## src/rtl/uart_pkg.sv

```systemverilog
// ---------------------------------------------------------------------------
// uart_pkg
// Definitions shared by the UART transmitter and receiver:
//   ticks_per_bit() - clock cycles per serial bit for a clock/baud pair
//   START_BIT       - line level of a start bit
//   STOP_BIT        - line level of a stop bit
//   rx_state_t      - receiver frame-tracking states
// ---------------------------------------------------------------------------
package uart_pkg;

  localparam logic START_BIT = 1'b0;
  localparam logic STOP_BIT  = 1'b1;

  typedef enum logic [2:0] {
    WAIT_IDLE,
    IDLE,
    START,
    DATA,
    STOP
  } rx_state_t;

  function automatic int ticks_per_bit(input int clock_freq, input int baud_rate);
    return clock_freq / baud_rate;
  endfunction

endpackage

```

## src/rtl/sync_2ff.sv

```systemverilog
// ---------------------------------------------------------------------------
// sync_2ff
// Two-flop synchronizer for a single asynchronous input.
// Ports:
//   clock  - destination clock
//   reset  - synchronous, active-high reset (both flops load reset_value)
//   d      - asynchronous input
//   q      - synchronized output, two cycles behind d
// ---------------------------------------------------------------------------
module sync_2ff #(
  parameter logic reset_value = 1'b1
) (
  input  logic clock,
  input  logic reset,
  input  logic d,
  output logic q
);

  logic meta;

  always_ff @(posedge clock) begin
    if (reset) begin
      meta <= reset_value;
      q    <= reset_value;
    end else begin
      meta <= d;
      q    <= meta;
    end
  end

endmodule

```

## src/rtl/uart_rx.sv

```systemverilog
// ---------------------------------------------------------------------------
// uart_rx
// UART receiver for start/width data bits (LSB first)/one stop bit frames.
// The line is sampled in the middle of each bit; completed words are
// offered on a valid/ready handshake through a one-word holding register.
// Ports:
//   clock         - system clock
//   reset         - synchronous, active-high reset
//   signal        - asynchronous serial line, idle high
//   data          - received word, stable while valid is high
//   valid         - data holds an unconsumed word
//   ready         - consumer takes data when valid && ready at a rising edge
//   framing_error - one-cycle pulse: stop bit was sampled low
//   overrun       - one-cycle pulse: a finished word was dropped because
//                   the holding register was still full
// ticks_per_bit (clock_freq / baud_rate) must be at least 4.
// ---------------------------------------------------------------------------
module uart_rx
  import uart_pkg::*;
#(
  parameter int width      = 8,
  parameter int baud_rate  = 9600,
  parameter int clock_freq = 460800
) (
  input  logic             clock,
  input  logic             reset,
  input  logic             signal,
  output logic [width-1:0] data,
  output logic             valid,
  input  logic             ready,
  output logic             framing_error,
  output logic             overrun
);

  localparam int TICKS = ticks_per_bit(clock_freq, baud_rate);
  localparam int HALF  = TICKS / 2;
  localparam int CNT_W = $clog2(TICKS + 1);
  localparam int IDX_W = (width > 1) ? $clog2(width) : 1;

  // The tick counter starts at 0 on the cycle after a sample point, so a
  // compare against N-1 lands exactly N cycles after that point.
  localparam logic [CNT_W-1:0] HALF_LAST = CNT_W'(HALF - 1);
  localparam logic [CNT_W-1:0] BIT_LAST  = CNT_W'(TICKS - 1);
  localparam logic [IDX_W-1:0] IDX_LAST  = IDX_W'(width - 1);

  logic             sync_signal;
  rx_state_t        state;
  logic [CNT_W-1:0] tick;
  logic [IDX_W-1:0] bit_idx;
  logic [width-1:0] shift_reg;
  logic             word_done;

  sync_2ff #(
    .reset_value(1'b1)
  ) u_line_sync (
    .clock(clock),
    .reset(reset),
    .d    (signal),
    .q    (sync_signal)
  );

  always_ff @(posedge clock) begin
    if (reset) begin
      state         <= WAIT_IDLE;
      tick          <= '0;
      bit_idx       <= '0;
      shift_reg     <= '0;
      word_done     <= 1'b0;
      data          <= '0;
      valid         <= 1'b0;
      framing_error <= 1'b0;
      overrun       <= 1'b0;
    end else begin
      framing_error <= 1'b0;
      overrun       <= 1'b0;
      word_done     <= 1'b0;

      // Holding register: a finished word loads if the register is empty or
      // is being emptied on this same edge; otherwise the new word is lost.
      if (word_done) begin
        if (!valid || ready) begin
          data  <= shift_reg;
          valid <= 1'b1;
        end else begin
          overrun <= 1'b1;
        end
      end else if (valid && ready) begin
        valid <= 1'b0;
      end

      // shift_reg is only rewritten in DATA, at least half a bit after the
      // next start edge, so a back-to-back frame cannot corrupt the word
      // being handed over during the word_done cycle.
      case (state)
        WAIT_IDLE: begin
          if (sync_signal == STOP_BIT) state <= IDLE;
        end

        IDLE: begin
          if (sync_signal == START_BIT) begin
            tick  <= '0;
            state <= START;
          end
        end

        START: begin
          if (tick == HALF_LAST) begin
            tick <= '0;
            if (sync_signal == START_BIT) begin
              bit_idx <= '0;
              state   <= DATA;
            end else begin
              state <= IDLE;
            end
          end else begin
            tick <= tick + 1'b1;
          end
        end

        DATA: begin
          if (tick == BIT_LAST) begin
            tick               <= '0;
            shift_reg[bit_idx] <= sync_signal;
            if (bit_idx == IDX_LAST) state <= STOP;
            else bit_idx <= bit_idx + 1'b1;
          end else begin
            tick <= tick + 1'b1;
          end
        end

        STOP: begin
          if (tick == BIT_LAST) begin
            tick <= '0;
            if (sync_signal == STOP_BIT) begin
              word_done <= 1'b1;
              state     <= IDLE;
            end else begin
              framing_error <= 1'b1;
              state         <= WAIT_IDLE;
            end
          end else begin
            tick <= tick + 1'b1;
          end
        end

        default: state <= WAIT_IDLE;
      endcase
    end
  end

endmodule

```

## config.mk

```make
export PLATFORM = sky130hd
export DESIGN_NAME = uart_rx
export DESIGN_NICKNAME = d
export VERILOG_FILES = /design/src/rtl/uart_pkg.sv /design/src/rtl/sync_2ff.sv /design/src/rtl/uart_rx.sv
export SDC_FILE = /design/constraint.sdc
export NUM_CORES = 1
export LEC_CHECK = 0
export BUFFER_PORTS_ARGS = -buffer_cell sky130_fd_sc_hd__buf_2
export CORE_MARGIN = 2
export CORE_UTILIZATION = 52
export DETAILED_ROUTE_END_ITERATION = 8
export PLACE_DENSITY = 0.74
export SETUP_SLACK_MARGIN = 0.1
export SYNTH_ARGS = -nofsm -noshare
export SYNTH_HDL_FRONTEND = slang
export SYNTH_SLANG_ARGS = --single-unit
```

## constraint.sdc

```tcl
create_clock -name clock -period 1.51 [get_ports clock]
set_input_delay 0.151 -clock clock [delete_from_list [all_inputs] [get_ports clock]]
set_output_delay 0.151 -clock clock [all_outputs]
set_load 0.01 [all_outputs]
```

==> metrics.md <==
| Metric | Value |
|---|---|
| Max Clock Freq | `0.622 GHz` |
| MaxCap Viol Count | `0` |
| Largest net degree at the start of global routing | `36` |
| ANT cells | `0` |
| GRT Residual Overflow | `0` |
| Worst-Margin Slew | `0.625 ns` |
| Width of the die | `60.0 um` |
| WP data arrival | `1.86 ns` |
| Drt first pass iters | `4` |
| Synth Area in XOR/XNOR | `0%` |
| Syn. warnings | `0` |
| Fillers | `219` |
| Max H-tree Level | `2` |
| CP Class | `reg2reg` |
| Reg2Reg Setup Slack | `-0.1 ns` |
| Dpl cells | `234` |
| Met1 global-route usage | `29.2%` |
| Final setup viols | `5` |
| Slew HR | `58.3%` |
| CP Launch Type | `flop` |
| Clock Tree Buf Depth | `2` |
| Top-count cell post-synth | `dfxtp_1` |
| Initial DRC count | `63` |
| Synth Area in Adders | `2.31%` |
| ANT nets after route | `0` |
| Tot GR Track Use | `23.6%` |
| Post-DP HPWL | `2.43 mm` |
| Met2 usage | `38.0%` |
| First-pass GRT wire length | `6.29 mm` |
| Post-Syn Nets | `186` |
| Fin crit share | `107%` |
| VDD IR max | `0.657 mV` |
| Final hold vios | `0` |
| CP max FO | `6` |
| Cell Area, Synth | `1630 um^2` |
| Final net count | `224` |
| EDFF count, synth | `0` |
| Met3 Resource Use GR | `5.84%` |
| Multiplexer area fraction after synthesis | `9.84%` |
| Largest family of logic cells by synthesized area | `simple AND/OR/NAND/NOR gates` |
| Outcome | `complete, but fails checks` |
| Vias/cell | `5.77` |
| Row count | `20` |
| Reg power frac | `54.9%` |
| Die height | `60.0 um` |
| Final Wtd Congestion | `0.810` |
| Mapped Cells | `179` |
| Min-Delay Path Class | `in2reg` |
| Violated checks | `setup timing` |
| Hold path depth | `2` |
| Pwr Total | `1.68 mW` |
| Switching power | `447 uW` |
| Vias post-DR | `1448` |
| CTS tree | `built` |
| Setup ws final | `-0.0990 ns` |
| Worst Path Required | `1.76 ns` |
| Internal | `1.23 mW` |
| Gr busiest metal | `met2` |
| R2R depth | `6` |
| Tmin final | `1.61 ns` |
| Setup crit end kind | `flop` |
| Clock Latency Late Sink | `0.35 ns` |
| Clk pwr share | `32.4%` |
| Final Skew | `0.00986 ns` |
| Total routed wirelength | `3.84 mm` |
| Post-synthesis compound-gate area fraction | `15.3%` |
| Ranking of synthesized cells by area | `dfxtp_1 42%, mux2i_1 9.8%, nor2_1 6.2%, a21oi_1 4.0%, nand2_1 2.5%` |
| Core Box Area | `3000 um^2` |
| Static Leak | `0.880 nW` |
| WL per Instance | `15.3 um` |
| Mean Syn Cell Area | `9.09 um^2` |
| FFs w/ async S/R, synth | `0%` |
| Clock sinks | `34` |
| Register area share after synthesis | `41.8%` |
| Drt drc | `0` |
| Share of cells above drive strength 1 | `40.4%` |
| RSZ-0062 raised after global routing | `yes` |
| Finished Layout Cells | `251` |
| Area growth syn-to-layout | `30.3%` |
| Yosys top cell by area | `dfxtp_1` |
| Leading cell types by count after synthesis | `34 x dfxtp_1, 27 x nor2_1, 16 x mux2i_1` |
| Die ar. | `3590 um^2` |
| Switching Share | `26.7%` |
| Starting density of the core | `54.2%` |
| Pwr Density | `790 nW/um^2` |
| Ports | `15` |
| #FFs+latches synth | `34` |
| Clock slew seen by the registers of the worst setup and hold paths | `0.11 ns` |
| Vias in the first global route | `1383` |
| Distinct cells, synth | `43` |
| Post-synth top area share | `41.8%` |
| Simple logic cell fraction of the synthesized area | `24.2%` |
| Logic pwr share | `12.7%` |
| Slew Viols, Final | `0` |
| Root buffer cell | `clkbuf_4` |
| TritonCTS buffer count | `5` |
| PortBufs | `14` |
| Ys flop type | `dfxtp_1` |
| Initial antenna violation count | `0` |
==> routing by layer <==
| layer | share of wire (%) | wire length, um |
|---|---|---|
| met1 | 46 | 1770 |
| met2 | 47 | 1810 |
| met3 | 4.9 | 188 |
| met4 | 2.0 | 75 |
| met5 | 0 | 0 |
==> path summary, 6_finish.rpt <==
path                         endpoint                        start
max             state[0]$_SDFFE_PP0P_         tick[0]$_SDFFE_PP0P_
min              data[2]$_SDFFE_PP0P_                        reset
min reg2reg  u_line_sync.q$_SDFF_PP1_  u_line_sync.meta$_SDFF_PP1_
max reg2reg     state[0]$_SDFFE_PP0P_         tick[0]$_SDFFE_PP0P_
==> timing repair <==
item / in CTS / in global routing
setup endpoints to repair: 19 / 20
gates resized for setup: 21 / 8
hold buffers: 2 / 0
pin swaps: 17 / 7
buffers inserted: 6 / 2
endpoints found under the hold margin: 2 / 0
==> stage by stage <==
step	instance area (um^2)	setup TNS, ns	worst slack (ns)	hold WS, ns	utilization, %
finish	2120	-0.383	-0.0990	0.302	70.6
detailed placement	1870	-0.796	-0.130	0.340	62.4
CTS	2080	-0.396	-0.118	0.287	69.3
global route	2120	-1.67	-0.222	0.311	70.6
floorplan	1690	-0.0988	-0.0613	0.230	-
global placement	1870	-0.531	-0.0880	0.335	62.4
==> worst max-delay path, cell delays in order (launching register included) <==
cell	delay [ns]
dfxtp_2	0.35
ha_4	0.17
and4b_2	0.28
a211oi_2	0.22
a221oi_2	0.07
o211a_1	0.25
a21o_2	0.19
==> logic make-up (layout without fill, tap and decap cells) <==
group | Yosys count | after routing
AOI/OAI and AO/OA | 37 | 37
adders and majority gates | 3 | 3
buffers and inverters | 19 | 58
DFF | 34 | 34
muxes | 16 | 16
and+or+nand+nor | 70 | 70
==> layout by cell type (no fill, tap or decap), types with 2 or more instances in the layout <==
master	instances
buf_6	3
nor2_1	27
a21oi_1	10
a211oi_2	2
nor3b_2	3
nor4_1	4
nor3_1	2
a21oi_2	2
dlygate4sd3_1	2
dfxtp_2	4
buf_4	25
o21ai_1	3
nand3_1	3
a22oi_1	2
nand2b_1	2
or2_2	2
nand4b_1	2
nand2_2	2
mux2i_1	16
buf_2	14
inv_1	5
o21ai_0	3
nand3b_1	2
o21ai_2	2
nand2_1	8
ha_4	3
clkbuf_4	5
dfxtp_1	29
clkinvlp_4	2
==> power groups by stage <==
stage / Clock [mW] / Combinational [mW] / Sequential [mW]
2_1_floorplan: 0 / 0.113 / 0.931
3_5_place_dp: 0 / 0.155 / 0.937
5_1_grt: 0.605 / 0.230 / 0.922
6_report: 0.542 / 0.213 / 0.921
4_1_cts: 0.560 / 0.167 / 0.917
3_3_place_gp: 0 / 0.148 / 0.936
==> area by class of cell <==
class                      count  area [um^2]  share of cell area, %
clock buffer                   6         51.3                   2.42
multi-input combinational    126          988                   46.6
tap                           33         41.3                   1.95
sequential                    34          689                   32.5
timing repair buffer          44          312                   14.7
inverter                       6         26.3                   1.24
clock inverter                 2         12.5                  0.590
Note: power is estimated with default switching activity, not from simulation.
